[config.mk]
export PLATFORM = sky130hd
export DESIGN_NAME = tx_arp_gen
export DESIGN_NICKNAME = d
export VERILOG_FILES = /design/src/rtl/eth_pkg.sv /design/src/rtl/arp_byte_rom.sv /design/src/rtl/tx_arp_gen.sv
export SDC_FILE = /design/constraint.sdc
export NUM_CORES = 1
export LEC_CHECK = 0
export ABC_AREA = 1
export BUFFER_PORTS_ARGS = -buffer_cell sky130_fd_sc_hd__buf_2
export CORE_MARGIN = 3
export CORE_UTILIZATION = 55
export DETAILED_ROUTE_END_ITERATION = 7
export GPL_TIMING_DRIVEN = 0
export HOLD_SLACK_MARGIN = 0.06
export PLACE_DENSITY_LB_ADDON = 0.1
export SLEW_MARGIN = 20
export SYNTH_ARGS = -nofsm -noshare
export SYNTH_HDL_FRONTEND = slang
export SYNTH_SLANG_ARGS = --single-unit
[constraint.sdc]
create_clock -name s_axis_aclk -period 4.8 [get_ports s_axis_aclk]
set_clock_uncertainty 0.15 [all_clocks]
set_input_delay 0.48 -clock s_axis_aclk [delete_from_list [all_inputs] [get_ports s_axis_aclk]]
set_output_delay 0.48 -clock s_axis_aclk [all_outputs]
set_load 0.03 [all_outputs]
[src/rtl/eth_pkg.sv]
// Shared Ethernet/ARP constants, FSM state encoding and the latched ARP field bundle.
// Imported by tx_arp_gen and arp_byte_rom.
package eth_pkg;

    localparam logic [15:0] ARP_HWTYPE   = 16'h0001;
    localparam logic [15:0] ARP_PROTO    = 16'h0800;
    localparam logic [7:0]  ARP_HWLEN    = 8'd6;
    localparam logic [7:0]  ARP_PROTOLEN = 8'd4;
    localparam logic [15:0] ARP_OP_REQ   = 16'd1;
    localparam logic [15:0] ARP_OP_REPLY = 16'd2;
    localparam int          ARP_BODY_LEN = 28;

    typedef enum logic [1:0] {
        S_IDLE = 2'd0,
        S_PASS = 2'd1,
        S_ARP  = 2'd2
    } arp_state_t;

    // Field order matches wire order after the fixed header bytes.
    typedef struct packed {
        logic [15:0] opcode;
        logic [47:0] src_mac;
        logic [31:0] src_ip;
        logic [47:0] dst_mac;
        logic [31:0] dst_ip;
    } arp_fields_t;

endpackage

[src/rtl/arp_byte_rom.sv]
// Maps a wire byte index plus latched ARP fields to one output byte and its keep bit.
// Ports: i_idx (byte index), i_fields (latched fields), o_byte (byte), o_keep (index < PAD_LEN).
module arp_byte_rom
    import eth_pkg::*;
#(
    parameter int          IW       = 6,
    parameter int          PAD_LEN  = 46,
    parameter logic [7:0]  PAD_BYTE = 8'h00
) (
    input  logic [IW-1:0] i_idx,
    input  arp_fields_t   i_fields,
    output logic [7:0]    o_byte,
    output logic          o_keep
);

    localparam logic [IW-1:0] LEN  = IW'(PAD_LEN);
    localparam logic [IW-1:0] BODY = IW'(ARP_BODY_LEN);

    logic [8*ARP_BODY_LEN-1:0] w_hdr;
    logic [8*ARP_BODY_LEN-1:0] w_shift;

    assign w_hdr = {ARP_HWTYPE, ARP_PROTO, ARP_HWLEN, ARP_PROTOLEN, i_fields};
    // Shift the wanted byte up to the top so byte 0 is the MSB of the header.
    assign w_shift = w_hdr << {i_idx[4:0], 3'b000};
    assign o_keep = (i_idx < LEN);

    always_comb begin
        o_byte = 8'h00;
        if (i_idx < BODY) begin
            o_byte = w_shift[8*ARP_BODY_LEN-1 -: 8];
        end else if (i_idx < LEN) begin
            o_byte = PAD_BYTE;
        end
    end

endmodule

[src/rtl/tx_arp_gen.sv]
// ARP payload generator with a frame-boundary AXI-Stream passthrough arbiter.
// Ports: s_axis_* upstream, m_axis_* downstream, arp_* request/fields/handshake.
module tx_arp_gen
    import eth_pkg::*;
#(
    parameter int         DATA_BYTES = 1,
    parameter int         PAD_LEN    = 46,
    parameter logic [7:0] PAD_BYTE   = 8'h00
) (
    input  logic                    s_axis_aclk,
    input  logic                    s_axis_aresetn,
    input  logic                    arp_req,
    output logic                    arp_ready,
    output logic                    arp_done,
    input  logic [15:0]             arp_opcode,
    input  logic [47:0]             arp_srcMac,
    input  logic [31:0]             arp_srcIP,
    input  logic [47:0]             arp_destMac,
    input  logic [31:0]             arp_destIP,
    input  logic [8*DATA_BYTES-1:0] s_axis_tdata,
    input  logic [DATA_BYTES-1:0]   s_axis_tkeep,
    input  logic                    s_axis_tlast,
    input  logic                    s_axis_tuser,
    input  logic                    s_axis_tvalid,
    output logic                    s_axis_tready,
    output logic [8*DATA_BYTES-1:0] m_axis_tdata,
    output logic [DATA_BYTES-1:0]   m_axis_tkeep,
    output logic                    m_axis_tlast,
    output logic                    m_axis_tuser,
    output logic                    m_axis_tvalid,
    input  logic                    m_axis_tready
);

    localparam int NBEATS = (PAD_LEN + DATA_BYTES - 1) / DATA_BYTES;
    localparam int BW     = $clog2(NBEATS + 1);
    localparam int LW     = $clog2(DATA_BYTES);
    localparam int IW     = BW + LW;
    localparam int DW     = 8 * DATA_BYTES;
    localparam logic [BW-1:0] LAST_BEAT = BW'(NBEATS - 1);

    arp_state_t       r_state;
    logic             r_pending;
    arp_fields_t      r_fields;
    logic [BW-1:0]    r_bcnt;
    logic [DW-1:0]    r_tdata;
    logic [DATA_BYTES-1:0] r_tkeep;
    logic             r_tlast;
    logic             r_tuser;
    logic             r_tvalid;

    arp_fields_t      w_fields;
    logic             w_accept;
    logic [BW-1:0]    w_ld_idx;
    logic [IW-1:0]    w_base;
    logic [DW-1:0]    w_tdata_nxt;
    logic [DATA_BYTES-1:0] w_tkeep_nxt;
    logic             w_arp_hs;

    assign w_fields  = {arp_opcode, arp_srcMac, arp_srcIP, arp_destMac, arp_destIP};
    assign arp_ready = ~r_pending;
    assign w_accept  = arp_req & ~r_pending;

    // Beat to load next: the current one on the first load, else its successor.
    assign w_ld_idx = r_tvalid ? (r_bcnt + BW'(1)) : r_bcnt;
    assign w_base   = IW'(w_ld_idx) << LW;
    assign w_arp_hs = (r_state == S_ARP) & r_tvalid & m_axis_tready;
    assign arp_done = w_arp_hs & r_tlast;

    genvar k;
    generate
        for (k = 0; k < DATA_BYTES; k++) begin : g_lane
            arp_byte_rom #(
                .IW       (IW),
                .PAD_LEN  (PAD_LEN),
                .PAD_BYTE (PAD_BYTE)
            ) u_rom (
                .i_idx    (w_base + IW'(k)),
                .i_fields (r_fields),
                .o_byte   (w_tdata_nxt[8*k +: 8]),
                .o_keep   (w_tkeep_nxt[k])
            );
        end
    endgenerate

    always_ff @(posedge s_axis_aclk or negedge s_axis_aresetn) begin
        if (!s_axis_aresetn) begin
            r_state   <= S_IDLE;
            r_pending <= 1'b0;
            r_fields  <= '0;
            r_bcnt    <= '0;
            r_tdata   <= '0;
            r_tkeep   <= '0;
            r_tlast   <= 1'b0;
            r_tuser   <= 1'b0;
            r_tvalid  <= 1'b0;
        end else begin
            if (w_accept) begin
                r_fields  <= w_fields;
                r_pending <= 1'b1;
            end
            unique case (r_state)
                S_IDLE: begin
                    // A request accepted this very cycle beats waiting upstream data.
                    if (r_pending | w_accept) begin
                        r_state  <= S_ARP;
                        r_bcnt   <= '0;
                        r_tvalid <= 1'b0;
                    end else if (s_axis_tvalid) begin
                        r_state <= S_PASS;
                    end
                end
                S_PASS: begin
                    if (s_axis_tvalid & m_axis_tready & s_axis_tlast) begin
                        r_state <= S_IDLE;
                    end
                end
                S_ARP: begin
                    if (!r_tvalid | m_axis_tready) begin
                        if (r_tvalid & r_tlast) begin
                            r_state   <= S_IDLE;
                            r_pending <= 1'b0;
                            r_tvalid  <= 1'b0;
                            r_tlast   <= 1'b0;
                            r_tuser   <= 1'b0;
                            r_tdata   <= '0;
                            r_tkeep   <= '0;
                        end else begin
                            if (r_tvalid) begin
                                r_bcnt <= r_bcnt + BW'(1);
                            end
                            r_tvalid <= 1'b1;
                            r_tdata  <= w_tdata_nxt;
                            r_tkeep  <= w_tkeep_nxt;
                            r_tlast  <= (w_ld_idx == LAST_BEAT);
                            r_tuser  <= (w_ld_idx == '0);
                        end
                    end
                end
                default: r_state <= S_IDLE;
            endcase
        end
    end

    always_comb begin
        s_axis_tready = 1'b0;
        m_axis_tdata  = '0;
        m_axis_tkeep  = '0;
        m_axis_tlast  = 1'b0;
        m_axis_tuser  = 1'b0;
        m_axis_tvalid = 1'b0;
        unique case (r_state)
            S_PASS: begin
                s_axis_tready = m_axis_tready;
                m_axis_tdata  = s_axis_tdata;
                m_axis_tkeep  = s_axis_tkeep;
                m_axis_tlast  = s_axis_tlast;
                m_axis_tuser  = s_axis_tuser;
                m_axis_tvalid = s_axis_tvalid;
            end
            S_ARP: begin
                m_axis_tdata  = r_tdata;
                m_axis_tkeep  = r_tkeep;
                m_axis_tlast  = r_tlast;
                m_axis_tuser  = r_tuser;
                m_axis_tvalid = r_tvalid;
            end
            default: ;
        endcase
    end

endmodule

==> results.py, run 1 <==
metrics = {
    "grt": {
        "grt_antenna_before_repair": 0,
        "grt_usage_pct": 31.2,
        "grt_pass1_vias": 8940,
        "grt_pass1_wl_mm": 47.3,
        "grt_remaining_overflow": 0,
        "grt_max_degree": 76,
    },
    "power_and_ir_drop": {
        "p_leak_nw": 6.44,
        "powerDensity_nw_per_um2": 470,
        "ir_worst_vdd_uv": 368,
    },
    "logic_synthesis": {
        "avgSynthCellArea_sq_um": 8.41,
        "synthArstFlopShare_pct": 100,
        "synth-seq-cells": 197,
        "synthDominantCellAreaShare_pct": 49.5,
        "yosysUniqueCellTypes": 31,
        "synth_fp_nets": 1381,
        "yosysMostFrequentCell": "nand2_1",
        "yosysTopAreaCell": "dfrtp_1",
        "yosysWarnings": 0,
        "synth_cells": 1185,
        "syn-cell-area_sq_um": 9960,
        "synth_edf_count": 0,
        "synth_common_cells": "343 x nand2_1, 197 x dfrtp_1, 135 x nand3_1",
        "seq_area_frac_synth_pct": 49.5,
        "synth_area_leaders": "dfrtp_1 49%, nand2_1 13%, mux2_2 11%",
        "yosys_most_used_dff": "dfrtp_1",
    },
    "timing": {
        "rsz0062_at_grt": "no",
        "finalHoldViolCount": 0,
        "setup_violations": 0,
        "finalMaxSlewViolations": 0,
        "max-slew-margin-rel_pct": 37.7,
        "worst_pin_slew_ns": 0.935,
        "max_freq_ghz": 0.371,
        "min_period_over_period_pct": 56.2,
        "fin_crit_ns": 2.70,
        "final.setup.worst_slack_ns": 2.10,
    },
    "route": {
        "ant_nets": 0,
        "drt_iter0_markers": 737,
        "wire_per_inst_um": 18.5,
        "drc_errors": 0,
        "num_vias": 9057,
        "totalWireLength_mm": 30.6,
        "viasPerCell": 5.48,
        "first_pass_iters": 6,
    },
    "cells_and_area": {
        "postLayoutCellArea_sq_um": 12000,
        "final-seq-area_sq_um": 4930,
        "multi_input_area_sq_um": 4300,
        "final_core_util_pct": 68.3,
        "area_growth_pct": 20.2,
        "instances_no_fill": 1652,
        "nFillCells": 1522,
        "nets": 1609,
        "layout-drive-gt1-share_pct": 28.3,
    },
    "clocking": {
        "htree_levels": 4,
        "cts_setup_buffers": 0,
        "cts_tree": "yes",
        "path_clk_slew_ns": 0.08,
        "clock_sinks": 197,
        "cts_made_buffers": 17,
        "cts_root_buf": "clkbuf_16",
        "clock_latency_ns": 0.45,
        "cts.path.max_buffers": 2,
    },
    "die": {
        "die_y_um": 141,
        "dieArea_sq_um": 19800,
        "die_x_um": 141,
        "io-pin-count": 207,
        "placementRows": 48,
        "coreArea_sq_um": 17500,
        "initial_core_util_pct": 56.8,
    },
    "worst_setup_path": {
        "cp_slowest_stage_delay_ns": 0.40,
        "crit_arrival_ns": 2.07,
        "end_kind": "output pin",
        "cp.required_ns": 4.17,
        "worst-path-max-fanout": 10,
        "startpoint_type": "flip-flop",
        "worst-r2r-setup-slack_ns": 2.18,
        "critPathKind": "flip-flop to output pin",
        "path_cells": "inv_1 > ha_1 > clkbuf_1 > nand2_1 > a21oi_1 > buf_2",
        "cpMaxStageDelayCell": "dfrtp_1",
    },
    "placed_design": {
        "routabilityCongestion": 0.932,
        "pre_cts_ws_ns": 2.07,
        "placed_area_sq_um": 11300,
        "dp_cells": 1618,
        "portBuffers": 206,
        "dp_hpwl_mm": 23.0,
    },
    "job": {
        "maxCapViolCount": 0,
    },
    "worst_hold_path": {
        "hp-class": "input pin to flip-flop",
    },
    "outcome": {
        "outcome": "finished, final reports clean",
    },
}
==> metal layers <==
| metal | up-vias | wire, um | GRT usage (%) |
|---|---|---|---|
| met2 | 386 | 14200 | 48.9 |
| met3 | 82 | 2470 | 7.12 |
| met5 | - | 0 | 0 |
| met1 | 4308 | 12700 | 41.8 |
| li1 | 4281 | - | - |
| met4 | 0 | 1300 | 13.7 |
==> final timing paths <==
path,from,endpoint,cells after the start
worst max-delay path,r_state[0],m_axis_tdata[6],6
worst min-delay path,arp_destMac[36],r_fields[68],2
worst max register to register,r_pending,r_fields[174],6
worst min register to register,r_tdata[1],r_tdata[1],2
max in group asynchronous,s_axis_aresetn,r_fields[0],3
min in group asynchronous,s_axis_aresetn,r_fields[102],2
==> power breakdown <==
| part | switching [mW] | internal, mW |
|---|---|---|
| Sequential | 0.100 | 1.86 |
| Clock | 0.732 | 0.767 |
| Combinational | 1.49 | 0.676 |
==> metrics by stage <==
step                      hold WS (ns)  setup TNS (ns)  power (mW)
after floorplan                 0.0344               0        3.34
after global placement           0.318          -43.93        4.06
after detailed placement         0.267               0        4.09
after CTS                       0.0992               0        5.58
after global routing            0.0999               0        5.92
final                            0.104               0        5.62
==> cells in the final DEF (no fill, tap or decap), types with 2 or more instances in the layout <==
master / count
dfrtp_1: 197
nand4_1: 3
clkbuf_1: 16
clkinv_4: 2
a21oi_1: 96
inv_2: 3
ha_1: 4
nor2_1: 89
nor2_4: 2
inv_1: 99
nor2_2: 3
o21ai_1: 2
nand2_1: 343
o211ai_1: 3
buf_2: 244
nand2_2: 5
nand3b_1: 9
buf_4: 4
inv_8: 3
o21ai_0: 6
nand3_1: 135
clkbuf_16: 17
o22ai_1: 6
buf_1: 9
buf_16: 2
mux2_2: 101
buf_6: 3
clkinv_8: 4
inv_6: 4
==> what timing repair did <==
item                                   in CTS  in global routing
endpoints found under the hold margin      48                  0
gates resized for setup                     0                  0
hold buffers                                1                  0
==> final cells by class <==
type,instances,share of cell area (%)
Sequential cell,197,41.2
Inverter,102,3.20
Timing Repair Buffer,209,9.24
Multi-Input combinational cell,815,35.9
Buffer,71,2.95
Tap cell,225,2.35
Antenna cell,1,0.0209
Clock inverter,14,1.52
Clock buffer,18,3.67
==> sequential cells by signal (all words and copies together), names as in the netlist <==
| signal | cells |
|---|---|
| r_tkeep | 1 |
| r_fields | 176 |
| r_state | 2 |
| r_bcnt | 6 |
| r_tlast | 1 |
| r_pending | 1 |
| r_tuser | 1 |
| r_tdata | 8 |
| r_tvalid | 1 |
==> critical path, delay by kind of cell (launching register included) <==
family	cells	cell delay (ns)
flops	1	0.40
buf+inv	3	0.67
fa+ha+maj	1	0.26
simple gates	1	0.14
compound gates	1	0.16
==> logic make-up (layout without fill, tap and decap cells) <==
group	Yosys count	after routing	synth area share [%]
flops	197	197	49.5
fa+ha+maj	4	4	0.502
mux	101	101	11.4
simple gates	593	593	25.0
other cells	0	1	0
compound gates	117	117	6.22
buf+inv	173	414	7.39
Power figures use the tool's default switching activity.
==> run 2: changes to the inputs <==
- clock period: 4.8 -> 2.78 ns (I/O delays scaled with it)
==> results.py, run 2 (synthesis gave the netlist of run 1 again) <==
metrics = {
    "cells_and_area": {
        "instances_no_fill": 1830,
        "regMostFlops": "r_fields",
        "nets": 1787,
        "layout_commonest_cell": "nand2_1",
        "top_regs": "r_fields: 176 flops, r_tdata: 8 flops, r_bcnt: 6 flops",
        "final_core_util_pct": 78.4,
        "postLayoutCellArea_sq_um": 13800,
        "area_growth_pct": 38.1,
        "mostFrequentLayoutCells": "343 x nand2_1, 244 x buf_2, 197 x dfrtp_1",
        "largest_reg_flops": 176,
        "layout-drive-gt1-share_pct": 25.2,
    },
    "grt": {
        "grt_pass1_wl_mm": 55.7,
        "grt_pass1_vias": 10500,
        "grt_remaining_overflow": 0,
        "grt_usage_pct": 36.5,
        "grt_max_degree": 76,
        "grt_antenna_before_repair": 1,
    },
    "die": {
        "placementRows": 48,
        "die_x_um": 141,
        "die_y_um": 141,
        "io-pin-count": 207,
        "initial_core_util_pct": 56.8,
        "dieArea_sq_um": 19800,
        "coreArea_sq_um": 17500,
    },
    "clocking": {
        "cts_tree": "yes",
        "cts_root_buf": "clkbuf_16",
        "cts_made_buffers": 17,
        "htree_levels": 4,
        "clock_sinks": 197,
        "clock_latency_ns": 0.45,
        "cts.path.max_buffers": 2,
        "path_clk_slew_ns": 0.07,
    },
    "worst_setup_path": {
        "critPathKind": "flip-flop to flip-flop",
        "crit_arrival_ns": 2.78,
        "startpoint_type": "flip-flop",
        "worst-path-max-fanout": 10,
        "cp.required_ns": 2.95,
        "worst-r2r-setup-slack_ns": 0.17,
        "end_kind": "flip-flop",
    },
    "placed_design": {
        "pre_cts_ws_ns": 0.252,
        "placed_area_sq_um": 11300,
        "routabilityCongestion": 0.932,
        "dp_hpwl_mm": 23.0,
        "portBuffers": 206,
        "dp_cells": 1618,
    },
    "timing": {
        "finalMaxSlewViolations": 0,
        "tns_ns": 0,
        "worst_pin_slew_ns": 0.932,
        "max_freq_ghz": 0.383,
        "rsz0062_at_grt": "no",
        "fin_crit_ns": 2.61,
        "fin_hold_ws_ns": 0.125,
        "setup_violations": 0,
        "max-slew-margin-rel_pct": 37.9,
        "final.setup.worst_slack_ns": 0.167,
        "finalHoldViolCount": 0,
        "min_period_over_period_pct": 94.0,
    },
    "worst_hold_path": {
        "hp-class": "input pin to flip-flop",
    },
    "outcome": {
        "outcome": "finished, final reports clean",
    },
    "route": {
        "first_pass_iters": 8,
        "drt_iter0_markers": 908,
        "ant_nets": 0,
        "wire_per_inst_um": 19.5,
        "viasPerCell": 5.58,
        "drc_errors": 0,
        "totalWireLength_mm": 35.6,
        "num_vias": 10200,
    },
    "power_and_ir_drop": {
        "p_clk_share_pct": 26.1,
        "powerDensity_nw_per_um2": 726,
        "ir_worst_vdd_uv": 632,
        "switching_power_mw": 4.12,
        "swShare_pct": 41.3,
        "p_total_mw": 9.99,
        "seqPwrFrac_pct": 34.0,
        "internal-power_mw": 5.87,
        "p_leak_nw": 7.18,
        "power_frac_comb_pct": 39.9,
    },
    "job": {
        "maxCapViolCount": 0,
    },
}
[run 2: cell types whose count changed in the layout (fill, tap and decap cells not counted)]
cell | previous run | this run
dlygate4sd3_1 | 1 | 179
[run 2: routing by layer]
metal	up-vias	global-route usage [%]	share of wire, %
met5	-	0	0
met4	0	17.4	5.0
met3	130	7.33	8.1
met2	558	61.3	49
met1	4885	45.5	38
li1	4631	-	-
[run 2: what timing repair did]
item	4_1_cts	5_1_grt
hold buffers	179	0
buffers inserted	0	0
hold endpoints to repair	374	0
resized for setup	0	0
[run 2: worst paths after layout]
path                            endpoint  cells after the start            from
max reg2reg                r_fields[171]                      6       r_pending
max                        r_fields[171]                      6       r_pending
max in group asynchronous   r_fields[45]                      3  s_axis_aresetn
min in group asynchronous  r_fields[116]                      2  s_axis_aresetn
min                           r_state[0]                      5         arp_req
min reg2reg                   r_tdata[1]                      2      r_tdata[1]
[run 2: critical path: stages, from the launching register on]
cell and delay, ns:
dfrtp_1 0.34, inv_1 0.05, nand2_1 0.27, clkbuf_1 0.75, buf_2 0.44, buf_2 0.36
a21oi_1 0.12
[run 2: area by class of cell]
type	instances	area [sq um]
diodes	1	2.50
clock buffers	18	439
flip-flops and latches	197	4930
fillers	1218	3780
repair buffers	387	2890
plain buffers	71	353
inverters	102	383
well taps	225	282
clock inverters	14	181
multi-input cells	815	4300
[run 2: power groups by stage]
stage                     Combinational [mW]  Sequential, mW  Clock, mW
after global routing                    4.33            3.42       2.72
after global placement                  3.58            3.42          0
after floorplan                         2.39            3.38          0
after CTS                               3.85            3.38       2.59
final                                   3.99            3.39       2.61
after detailed placement                3.63            3.44          0
==> run 3: changes to the inputs <==
- CTS_BUF_LIST: unset -> sky130_fd_sc_hd__clkbuf_4 sky130_fd_sc_hd__clkbuf_8
==> results.py, run 3 (synthesis gave the netlist of run 1 again) <==
metrics = {
    "cells_and_area": {
        "mostFrequentLayoutCells": "343 x nand2_1, 244 x buf_2, 197 x dfrtp_1",
        "nets": 1787,
        "regMostFlops": "r_fields",
        "layout_commonest_cell": "nand2_1",
        "top_regs": "r_fields: 176 flops, r_tdata: 8 flops, r_bcnt: 6 flops",
        "largest_reg_flops": 176,
        "layout-drive-gt1-share_pct": 25.2,
        "area_growth_pct": 36.2,
        "final_core_util_pct": 77.3,
    },
    "timing": {
        "finalHoldViolCount": 0,
        "max-slew-margin-rel_pct": 37.6,
        "rsz0062_at_grt": "no",
        "fin_hold_ws_ns": 0.0657,
        "min_period_over_period_pct": 94.2,
        "finalMaxSlewViolations": 0,
        "max_freq_ghz": 0.382,
        "fin_crit_ns": 2.62,
        "setup_violations": 0,
        "worst_pin_slew_ns": 0.936,
    },
    "die": {
        "dieArea_sq_um": 19800,
        "placementRows": 48,
        "initial_core_util_pct": 56.8,
        "io-pin-count": 207,
        "die_y_um": 141,
        "coreArea_sq_um": 17500,
        "die_x_um": 141,
    },
    "grt": {
        "grt_pass1_vias": 10400,
        "grt_max_degree": 76,
        "use_met3_pct": 7.23,
        "grt_usage_pct": 36.3,
        "grt-busiest-layer": "met2",
        "met2_usage_pct": 61.2,
        "met1_usage_pct": 45.8,
        "grt_remaining_overflow": 0,
        "grt_antenna_before_repair": 2,
        "grt_pass1_wl_mm": 55.2,
    },
    "route": {
        "totalWireLength_mm": 35.2,
        "drt_iter0_markers": 902,
        "drc_errors": 0,
        "num_vias": 10100,
        "wire_per_inst_um": 19.2,
        "first_pass_iters": 6,
        "viasPerCell": 5.52,
        "ant_nets": 0,
    },
    "power_and_ir_drop": {
        "ir_worst_vdd_uv": 516,
        "p_leak_nw": 7.09,
        "powerDensity_nw_per_um2": 690,
    },
    "worst_setup_path": {
        "end_kind": "flip-flop",
        "crit_arrival_ns": 2.84,
        "critPathKind": "flip-flop to flip-flop",
        "worst-path-max-fanout": 10,
        "cp.required_ns": 3.00,
        "worst-r2r-setup-slack_ns": 0.16,
        "startpoint_type": "flip-flop",
    },
    "clocking": {
        "cts_root_buf": "clkbuf_8",
        "cts.path.max_buffers": 2,
        "clock_sinks": 197,
        "cts_made_buffers": 17,
        "ctsResizeCount": 0,
        "path_clk_slew_ns": 0.10,
        "clock_latency_ns": 0.51,
        "cts_setup_buffers": 0,
        "htree_levels": 4,
        "cts_tree": "yes",
    },
    "placed_design": {
        "dp_hpwl_mm": 23.0,
        "routabilityCongestion": 0.932,
        "portBuffers": 206,
    },
    "outcome": {
        "outcome": "finished, final reports clean",
    },
    "job": {
        "maxCapViolCount": 0,
    },
    "worst_hold_path": {
        "hp-class": "input pin to flip-flop",
    },
}
==> run 3: changes by cell type in the layout (fill, tap and decap cells not counted) <==
cell       before  now
diode_2         1    2
clkbuf_8        1   18
clkbuf_16      17    0
==> run 3: worst paths after layout <==
kind                                start             to  depth (start not counted)
min in group asynchronous  s_axis_aresetn  r_fields[116]                          2
max in group asynchronous  s_axis_aresetn  r_fields[162]                          3
setup reg to reg                r_pending  r_fields[171]                          6
hold reg to reg                r_tdata[1]     r_tdata[1]                          2
setup / recovery                r_pending  r_fields[171]                          6
hold / removal                    arp_req     r_state[0]                          5
==> run 3: metrics by stage <==
| stage | power [mW] | cells | setup WS (ns) | instance area [sq um] | TNS (ns) |
|---|---|---|---|---|---|
| 6_report | 9.36 | 1831 | 0.162 | 13600 | 0 |
| 5_1_grt | 9.86 | 1831 | 0.0226 | 13600 | 0 |
| 2_1_floorplan | 5.76 | 1185 | 0.831 | 9960 | 0 |
| 3_3_place_gp | 7.00 | 1616 | -2.06 | 11300 | -402.08 |
| 4_1_cts | 9.21 | 1829 | 0.238 | 13600 | 0 |
| 3_5_place_dp | 7.07 | 1618 | 0.252 | 11300 | 0 |
==> run 3: critical path, stage by stage, from the launching register on <==
cell and delay [ns]:
dfrtp_1 0.35, inv_1 0.05, nand2_1 0.27, clkbuf_1 0.75, buf_2 0.43, buf_2 0.37, a21oi_1 0.12
==> run 3: metal layers <==
layer  wire length (um)  share of wire [%]  vias to the layer above
met3               2640                7.5                      115
met5                  0                  0                        -
li1                   -                  -                     4626
met1              13700                 39                     4858
met2              17300                 49                      511
met4               1610                4.6                        0
==> run 3: repair_timing <==
action / CTS / global route
hold buffers: 179 / 0
setup endpoints to repair: 0 / 0
endpoints found under the hold margin: 374 / 0
==> run 3: cell type report <==
type	count	area [sq um]
clock inverters	14	181
plain buffers	71	353
well taps	225	282
diodes	2	5.00
inverters	102	383
repair buffers	387	2890
clock buffers	18	248
fillers	1253	3970
flip-flops and latches	197	4930
multi-input cells	815	4300
==> run 3: power breakdown <==
group / internal (mW) / switching, mW
logic: 1.33 / 2.63
clock network: 0.794 / 1.22
registers: 3.21 / 0.178
